--- src/rtl/cache_req_arbiter_if.sv ---
`default_nettype none
// ============================================================================
// Module      : cache_req_arbiter_if
// Description : Bundle of the two requester ports and the cache-side port
//               of the two-port cache request arbiter.
//                 req0/req1, we0/we1, addr0/addr1, wdata0/wdata1 : requests
//                 ack0/ack1, err0/err1, rdata0/rdata1            : responses
//                 c_req, c_we, c_addr, c_wdata                   : to cache
//                 c_ready, c_rdata                               : from cache
//                 grant                                          : port served
//               modport slave  : the arbiter
//               modport master : requesters plus cache (environment side)
// Revision    : 1.0 - initial release
// ============================================================================
interface cache_req_arbiter_if #(
    parameter int ADDR_W = 8,
    parameter int DATA_W = 8
);
    logic              req0;
    logic              req1;
    logic              we0;
    logic              we1;
    logic [ADDR_W-1:0] addr0;
    logic [ADDR_W-1:0] addr1;
    logic [DATA_W-1:0] wdata0;
    logic [DATA_W-1:0] wdata1;
    logic              ack0;
    logic              ack1;
    logic              err0;
    logic              err1;
    logic [DATA_W-1:0] rdata0;
    logic [DATA_W-1:0] rdata1;
    logic              c_req;
    logic              c_we;
    logic [ADDR_W-1:0] c_addr;
    logic [DATA_W-1:0] c_wdata;
    logic              c_ready;
    logic [DATA_W-1:0] c_rdata;
    logic              grant;

    modport slave (
        input  req0, req1, we0, we1, addr0, addr1, wdata0, wdata1,
        input  c_ready, c_rdata,
        output ack0, ack1, err0, err1, rdata0, rdata1,
        output c_req, c_we, c_addr, c_wdata, grant
    );

    modport master (
        output req0, req1, we0, we1, addr0, addr1, wdata0, wdata1,
        output c_ready, c_rdata,
        input  ack0, ack1, err0, err1, rdata0, rdata1,
        input  c_req, c_we, c_addr, c_wdata, grant
    );
endinterface
`default_nettype wire

--- src/rtl/cache_req_arbiter.sv ---
`default_nettype none
// ============================================================================
// Module      : cache_req_arbiter
// Description : Round-robin arbiter between two requesters in front of a
//               single cache CPU-side port. Latches the winner's request,
//               holds it on the cache port until c_ready or a watchdog
//               expiry, then returns data/err with a one-cycle ack.
// Ports       : clk  - clock, all state on rising edge
//               rst  - synchronous active-high reset
//               bus  - cache_req_arbiter_if.slave (request, response and
//                      cache-side signals, all outputs registered)
// Parameters  : ADDR_W, DATA_W - address / data widths
//               TIMEOUT        - max BUSY cycles before error completion (>=2)
// Revision    : 1.0 - initial release
// ============================================================================
module cache_req_arbiter #(
    parameter int ADDR_W  = 8,
    parameter int DATA_W  = 8,
    parameter int TIMEOUT = 16
) (
    input  logic                clk,
    input  logic                rst,
    cache_req_arbiter_if.slave  bus
);

    localparam int CNT_W = (TIMEOUT > 2) ? $clog2(TIMEOUT) : 1;
    localparam logic [CNT_W-1:0] C_CNT_LAST = CNT_W'(TIMEOUT - 1);

    typedef enum logic [1:0] {
        S_IDLE = 2'd0,
        S_BUSY = 2'd1,
        S_DONE = 2'd2
    } state_t;

    state_t            r_state;
    logic              r_last;   // port served most recently
    logic [CNT_W-1:0]  r_cnt;    // BUSY-cycle watchdog

    logic              w_any;
    logic              w_sel;
    logic              w_we;
    logic [ADDR_W-1:0] w_addr;
    logic [DATA_W-1:0] w_wdata;

    // On a tie the port that was not served last wins; otherwise whichever
    // port is requesting (w_sel is don't-care when neither requests).
    assign w_any   = bus.req0 | bus.req1;
    assign w_sel   = (bus.req0 & bus.req1) ? ~r_last : bus.req1;
    assign w_we    = w_sel ? bus.we1    : bus.we0;
    assign w_addr  = w_sel ? bus.addr1  : bus.addr0;
    assign w_wdata = w_sel ? bus.wdata1 : bus.wdata0;

    always_ff @(posedge clk) begin
        if (rst) begin
            r_state     <= S_IDLE;
            r_last      <= 1'b1;
            r_cnt       <= '0;
            bus.c_req   <= 1'b0;
            bus.c_we    <= 1'b0;
            bus.c_addr  <= '0;
            bus.c_wdata <= '0;
            bus.ack0    <= 1'b0;
            bus.ack1    <= 1'b0;
            bus.err0    <= 1'b0;
            bus.err1    <= 1'b0;
            bus.rdata0  <= '0;
            bus.rdata1  <= '0;
            bus.grant   <= 1'b0;
        end else begin
            // ack is a single-cycle pulse, raised only on entry to DONE
            bus.ack0 <= 1'b0;
            bus.ack1 <= 1'b0;
            case (r_state)
                S_IDLE: begin
                    if (w_any) begin
                        bus.grant   <= w_sel;
                        bus.c_we    <= w_we;
                        bus.c_addr  <= w_addr;
                        bus.c_wdata <= w_wdata;
                        bus.c_req   <= 1'b1;
                        r_cnt       <= '0;
                        r_state     <= S_BUSY;
                    end
                end
                S_BUSY: begin
                    r_cnt <= r_cnt + CNT_W'(1);
                    // c_ready wins over a watchdog expiry in the same cycle
                    if (bus.c_ready || (r_cnt == C_CNT_LAST)) begin
                        bus.c_req <= 1'b0;
                        r_state   <= S_DONE;
                        if (bus.grant) begin
                            bus.ack1 <= 1'b1;
                            bus.err1 <= ~bus.c_ready;
                            if (bus.c_ready && !bus.c_we) begin
                                bus.rdata1 <= bus.c_rdata;
                            end
                        end else begin
                            bus.ack0 <= 1'b1;
                            bus.err0 <= ~bus.c_ready;
                            if (bus.c_ready && !bus.c_we) begin
                                bus.rdata0 <= bus.c_rdata;
                            end
                        end
                    end
                end
                S_DONE: begin
                    r_last  <= bus.grant;
                    r_state <= S_IDLE;
                end
                default: begin
                    r_state <= S_IDLE;
                end
            endcase
        end
    end

endmodule
`default_nettype wire

--- src/flat_wrapper.sv ---
// flat-port wrapper written by rule: the top's interface ports become plain ports
module cache_req_arbiter_flat 
#(
    parameter int ADDR_W  = 8,
    parameter int DATA_W  = 8,
    parameter int TIMEOUT = 16
)
  (clk, rst, bus_req0, bus_req1, bus_we0, bus_we1, bus_addr0, bus_addr1, bus_wdata0, bus_wdata1, bus_c_ready, bus_c_rdata, bus_ack0, bus_ack1, bus_err0, bus_err1, bus_rdata0, bus_rdata1, bus_c_req, bus_c_we, bus_c_addr, bus_c_wdata, bus_grant);
  cache_req_arbiter_if #(.ADDR_W(ADDR_W), .DATA_W(DATA_W)) bus_i ();
  input  logic clk;
  input  logic rst;
  input wire logic [$bits(bus_i.req0)-1:0] bus_req0;
  input wire logic [$bits(bus_i.req1)-1:0] bus_req1;
  input wire logic [$bits(bus_i.we0)-1:0] bus_we0;
  input wire logic [$bits(bus_i.we1)-1:0] bus_we1;
  input wire logic [$bits(bus_i.addr0)-1:0] bus_addr0;
  input wire logic [$bits(bus_i.addr1)-1:0] bus_addr1;
  input wire logic [$bits(bus_i.wdata0)-1:0] bus_wdata0;
  input wire logic [$bits(bus_i.wdata1)-1:0] bus_wdata1;
  input wire logic [$bits(bus_i.c_ready)-1:0] bus_c_ready;
  input wire logic [$bits(bus_i.c_rdata)-1:0] bus_c_rdata;
  output wire logic [$bits(bus_i.ack0)-1:0] bus_ack0;
  output wire logic [$bits(bus_i.ack1)-1:0] bus_ack1;
  output wire logic [$bits(bus_i.err0)-1:0] bus_err0;
  output wire logic [$bits(bus_i.err1)-1:0] bus_err1;
  output wire logic [$bits(bus_i.rdata0)-1:0] bus_rdata0;
  output wire logic [$bits(bus_i.rdata1)-1:0] bus_rdata1;
  output wire logic [$bits(bus_i.c_req)-1:0] bus_c_req;
  output wire logic [$bits(bus_i.c_we)-1:0] bus_c_we;
  output wire logic [$bits(bus_i.c_addr)-1:0] bus_c_addr;
  output wire logic [$bits(bus_i.c_wdata)-1:0] bus_c_wdata;
  output wire logic [$bits(bus_i.grant)-1:0] bus_grant;
  assign bus_i.req0 = bus_req0;
  assign bus_i.req1 = bus_req1;
  assign bus_i.we0 = bus_we0;
  assign bus_i.we1 = bus_we1;
  assign bus_i.addr0 = bus_addr0;
  assign bus_i.addr1 = bus_addr1;
  assign bus_i.wdata0 = bus_wdata0;
  assign bus_i.wdata1 = bus_wdata1;
  assign bus_i.c_ready = bus_c_ready;
  assign bus_i.c_rdata = bus_c_rdata;
  assign bus_ack0 = bus_i.ack0;
  assign bus_ack1 = bus_i.ack1;
  assign bus_err0 = bus_i.err0;
  assign bus_err1 = bus_i.err1;
  assign bus_rdata0 = bus_i.rdata0;
  assign bus_rdata1 = bus_i.rdata1;
  assign bus_c_req = bus_i.c_req;
  assign bus_c_we = bus_i.c_we;
  assign bus_c_addr = bus_i.c_addr;
  assign bus_c_wdata = bus_i.c_wdata;
  assign bus_grant = bus_i.grant;
  cache_req_arbiter #(.ADDR_W(ADDR_W), .DATA_W(DATA_W), .TIMEOUT(TIMEOUT)) u_core (.clk(clk), .rst(rst), .bus(bus_i));
endmodule
--- config.mk ---
export PLATFORM = sky130hd
export DESIGN_NAME = cache_req_arbiter_flat
export DESIGN_NICKNAME = d
export VERILOG_FILES = /design/src/rtl/cache_req_arbiter_if.sv /design/src/rtl/cache_req_arbiter.sv /design/src/flat_wrapper.sv
export SDC_FILE = /design/constraint.sdc
export NUM_CORES = 1
export LEC_CHECK = 0
export BUFFER_PORTS_ARGS = -buffer_cell sky130_fd_sc_hd__buf_2
export CAP_MARGIN = 0
export CORE_MARGIN = 2
export CORE_UTILIZATION = 47
export DETAILED_ROUTE_END_ITERATION = 12
export PLACE_DENSITY_LB_ADDON = 0.12
export SETUP_SLACK_MARGIN = 0.15
export SLEW_MARGIN = 20
export SYNTH_ARGS = -nofsm -noshare
export SYNTH_HDL_FRONTEND = slang
export SYNTH_SLANG_ARGS = --single-unit
--- constraint.sdc ---
create_clock -name clk -period 1.7 [get_ports clk]
set_input_delay 0 -clock clk [delete_from_list [all_inputs] [get_ports clk]]
set_output_delay 0 -clock clk [all_outputs]
set_load 0.05 [all_outputs]
Yosys cells after proc, flatten, opt, wreduce, memory -nomap -nowiden
Cells that the tools add are included.
{"block": "totals", "reg_bits": 46, "in_bits": 47, "output_inout_bits": 39, "elab_cells": 55}
{"block": "classes", "addsub": 1, "n_eq_ne": 5, "n_mux": 14, "bitwise_logic": 7, "reduce_logical": 14}
{"cell": "$mux 8", "count": 2}
{"cell": "$reduce_and 3->1", "count": 3}
{"cell": "$pmux 4 s2", "count": 1}
{"cell": "$reduce_and 4->1", "count": 2}
{"cell": "$mux 1", "count": 6}
{"cell": "$reduce_and 2->1", "count": 3}
{"cell": "$not 1->1", "count": 5}
{"cell": "$add 4x1->4 const B", "count": 1}
{"cell": "$eq 4x4->1 const B", "count": 1}
{"cell": "$mux 2", "count": 2}
{"cell": "$mux 4", "count": 1}
{"cell": "$ne 2x1->1 const B", "count": 2}
{"cell": "$pmux 2 s2", "count": 1}
{"cell": "$reduce_or 3->1", "count": 1}
{"cell": "$eq 2x1->1 const B", "count": 1}
{"cell": "$eq 2x2->1 const B", "count": 1}
{"cell": "$logic_not 2->1", "count": 1}
{"cell": "$pmux 1 s2", "count": 1}
{"cell": "$reduce_bool 2->1", "count": 1}
{"cell": "$and 1x1->1", "count": 1}
{"cell": "$logic_and 1x1->1", "count": 1}
{"cell": "$logic_not 1->1", "count": 1}
{"cell": "$logic_or 1x1->1", "count": 1}
{"cell": "$or 1x1->1", "count": 1}

Depth between registers and ports, before layout
{"block": "depth", "word_depth": 4, "depth_mapped": 5, "mapped_depth_nobuf": 4}

Worst setup path before layout
Ideal clock, no wire load.
{"block": "synth_path", "path_kind": "reg2reg", "start": "register u_core.bus.grant", "end": "register u_core.bus.rdata0[0]", "setup_ns": 0.074, "arrival_ns": 1.301, "required_time_ns": 1.626, "setup_slack_ns": 0.324, "stages_incl_launch_ff": 4, "n_path_buf": 0, "period_less_slack_ns": 1.376, "cell_sequence": "dfxtp_1 > inv_1 > nand4_2 > mux2i_1"}
{"block": "synth_via", "elab_chain_len": 2}
{"item": "start: declaration", "line": "cache_req_arbiter_if.sv:45", "source": "output c_req, c_we, c_addr, c_wdata, grant"}
{"item": "start signal: assignment", "line": "cache_req_arbiter.sv:76", "source": "bus.grant <= w_sel;"}
{"item": "$not 1->1 (no line)"}
{"item": "$reduce_and 4->1 (no line)"}
{"item": "end signal: assignment", "line": "cache_req_arbiter.sv:101", "source": "bus.rdata0 <= bus.c_rdata;"}
{"item": "end: declaration", "line": "cache_req_arbiter_if.sv:44", "source": "output ack0, ack1, err0, err1, rdata0, rdata1,"}
Every way passes these cells.
A chain may end at the register's enable or synchronous reset.

Worst setup path in the final report
{"block": "layout_path", "start": "register u_core.r_state[1]", "end": "register u_core.bus.c_wdata[0]"}
{"block": "layout_via", "elab_chain_len": 2}
{"item": "start: declaration", "line": "cache_req_arbiter.sv:35", "source": "state_t r_state;"}
{"item": "start signal: assignment", "line": "cache_req_arbiter.sv:55", "source": "r_state <= S_IDLE;"}
{"item": "start signal: assignment", "line": "cache_req_arbiter.sv:82", "source": "r_state <= S_BUSY;"}
{"item": "start signal: assignment", "line": "cache_req_arbiter.sv:90", "source": "r_state <= S_DONE;"}
{"item": "$logic_not 2->1", "line": "cache_req_arbiter.sv:73", "source": "case (r_state)"}
{"item": "$reduce_and 2->1 (no line)"}
{"item": "end signal: assignment", "line": "cache_req_arbiter.sv:79", "source": "bus.c_wdata <= w_wdata;"}
{"item": "end: declaration", "line": "cache_req_arbiter_if.sv:45"}
Every way passes these cells.

==> reports/metrics.cfg <==
[synth]
synth.most_common_cell = nand2_1
syn_avg_cell_area_sq_um = 9.00
synth_cell_types = 36
ys.flop_type = dfxtp_1
async_reset_ff_frac = 0
synth_top_area_share = 0.467
synth_area_leader_cell = dfxtp_1
synth_area_sq_mm = 0.00197
synth-edff-count = 0
synth_seq_area_share = 0.467
syn_nets = 267
yosys-top-cells-count = nand2_1 (64), dfxtp_1 (46), a21oi_1 (21)
yosys-top-cells-area = dfxtp_1 (47%), nand2_1 (12%), mux2i_1 (8.1%)
synth_cells = 219
yosysWarnings = 0
ys_ff_latch = 46

[routing]
route.detailed.drc = 0
drt_iter0_drc = 130
vias_per_cell = 5.19
vias = 2049
drtPass1Iterations = 4
wire_per_inst_um = 13.5
ant_nets = 0
wl_um = 5330

[timing]
hold_slack_ns = 0.113
setup-violations-final = 0
tightest_slew_ns = 0.609
hold_viol_final = 0
final.setup_skew_ns = 0.00489
fmax_ghz = 0.718
finalMaxSlewViolations = 0
final.setup.tns_ns = 0
min_period_ns = 1.39
relSlewSlack = 0.594
finalCritPeriodShare = 0.819
grt_setup_unrepaired = false

[critical_path]
r2r-end = u_core.bus.c_wdata[0]
reg2reg_depth = 3
endpoint_kind = flop
r2r_slack_ns = 0.31
cp-startpoint = u_core.r_state[1]
endpoint = u_core.bus.c_wdata[0]
worstReg2RegStart = u_core.r_state[1]
startpoint_type = flop
cp_max_fo = 17
cp.required_ns = 1.85
path_class = flop to flop
critPathArrivalTime_ns = 1.55

[power_and_ir_drop]
p_per_area_mw_per_mm2 = 915
peakVddDrop_v = 0.000456
p_leak_uw = 0.00139

[cells_and_area]
nets = 392
synthToLayoutAreaGrowth_pct = 48.8
fin_cells = 395
final_layout_size_suffix_gt1_frac = 0.307
antenna_cells = 0

[floorplanning]
placement_rows = 23
die_h_um = 68.8
io_pins = 86
core_area_sq_mm = 0.00403
die_x_um = 68.8
die_area_sq_mm = 0.00473
initial_core_util = 0.489

[clocking]
clock-root-buffer = clkbuf_8
cts_resized = 0
cts_hold_buf = 42
cts_made_buffers = 5
cts_setup_buffers = 0
clkLatencyLatePin_ns = 0.29
cts_max_level = 2
clk_pin_slew_worst_paths_ns = 0.08
cts_tree = done
clk_path_buf_depth = 2
cts_sinks = 46

[placed_design]
io_buffers = 85
gp_congestion = 0.799
hpwl_um = 3220
place_inst = 345

[global_route]
grt_pass1_wl_um = 8550
grt-ovfl-total = 0
grt_pass1_vias = 1903
grt_start_max_net_pins = 28
grt_usage = 0.241
grt_antenna_before_repair = 0

[worst_hold_path]
hold_class = primary input to flop

[status]
status = complete, no violations

[job]
max_cap_viol_count = 0

power breakdown:
group / internal, uW / leakage [uW] / total [uW] / switching [uW]
logic: 243 / 0.000959 / 691 / 448
registers: 1150 / 0.000377 / 1190 / 42.9
clock network: 440 / 0.0000524 / 798 / 358
state kept, by name, summed over array words and instances, names as in the netlist:
register	count
u_core.bus.rdata1	8
u_core.bus.c_req	1
u_core.bus.grant	1
u_core.bus.c_wdata	8
u_core.bus.c_addr	8
u_core.r_cnt	4
u_core.bus.ack1	1
u_core.bus.rdata0	8
u_core.bus.err0	1
u_core.r_state	2
u_core.bus.c_we	1
u_core.bus.ack0	1
u_core.bus.err1	1
u_core.r_last	1
how the worst min path moves through the flow:
stage	startpoint	endpoint	slack, ns	depth (start not counted)
2_1_floorplan	bus_c_ready	u_core.bus.err0	0.12	1
3_3_place_gp	bus_we0	u_core.bus.c_we	0.27	3
3_5_place_dp	bus_wdata0[2]	u_core.bus.c_wdata[2]	0.27	3
4_1_cts	rst	u_core.bus.grant	0.1	2
5_1_grt	rst	u_core.r_state[0]	0.12	2
6_report	rst	u_core.bus.grant	0.11	2
stage by stage:
stage / area, sq um / setup WS (ns) / utilization / power [uW]
floorplan: 1970 / 0.324 / - / 1670
CTS: 2930 / 0.297 / 0.728 / 2700
detailed placement: 2400 / 0.308 / 0.597 / 1830
finish: 2930 / 0.307 / 0.728 / 2680
global route: 2930 / 0.226 / 0.728 / 2810
global placement: 2400 / 0.347 / 0.597 / 1830
cells in the final DEF (no fill, tap or decap), drive strengths merged, types with 3 or more instances in the layout:
cell / Yosys / layout
buf: 10 / 91
nand2: 64 / 64
dfxtp: 46 / 46
dlygate4sd3: 0 / 42
a21oi: 21 / 21
a311oi: 18 / 18
mux2i: 16 / 16
clkbuf: 5 / 7
nor2: 5 / 5
a31oi: 3 / 3
o21ai: 3 / 3
o211ai: 3 / 3
nor2b: 3 / 3
logic make-up after synthesis:
| logic type | Yosys count | synth area share |
|---|---|---|
| adder cells (fa/ha/maj) | 1 | 0.00635 |
| AND/OR/NAND/NOR | 82 | 0.182 |
| buffers and inverters | 18 | 0.0559 |
| AO/OA/AOI/OAI | 55 | 0.201 |
| flip-flops | 46 | 0.467 |
| multiplexers | 17 | 0.0870 |
layout make-up:
cell class              count  area (sq um)
clock buffers               7          76.3
clock inverters             1          30.0
fillers                   329          1100
inverters                   3          11.3
multi-input cells         155           940
flip-flops and latches     46           921
well taps                  50          62.6
repair buffers            133           891
routing by layer:
metal  wire [um]  global-route usage
met1        2270               0.287
met2        2690               0.417
met3         310              0.0552
met4          58              0.0931
met5           0                   0
critical path: stages (launching register included):
cell      delay (ns)
dfxtp_1         0.36
or2_1           0.34
nor2_4          0.39
a311oi_1        0.15
Note: power is estimated with default switching activity, not from simulation.
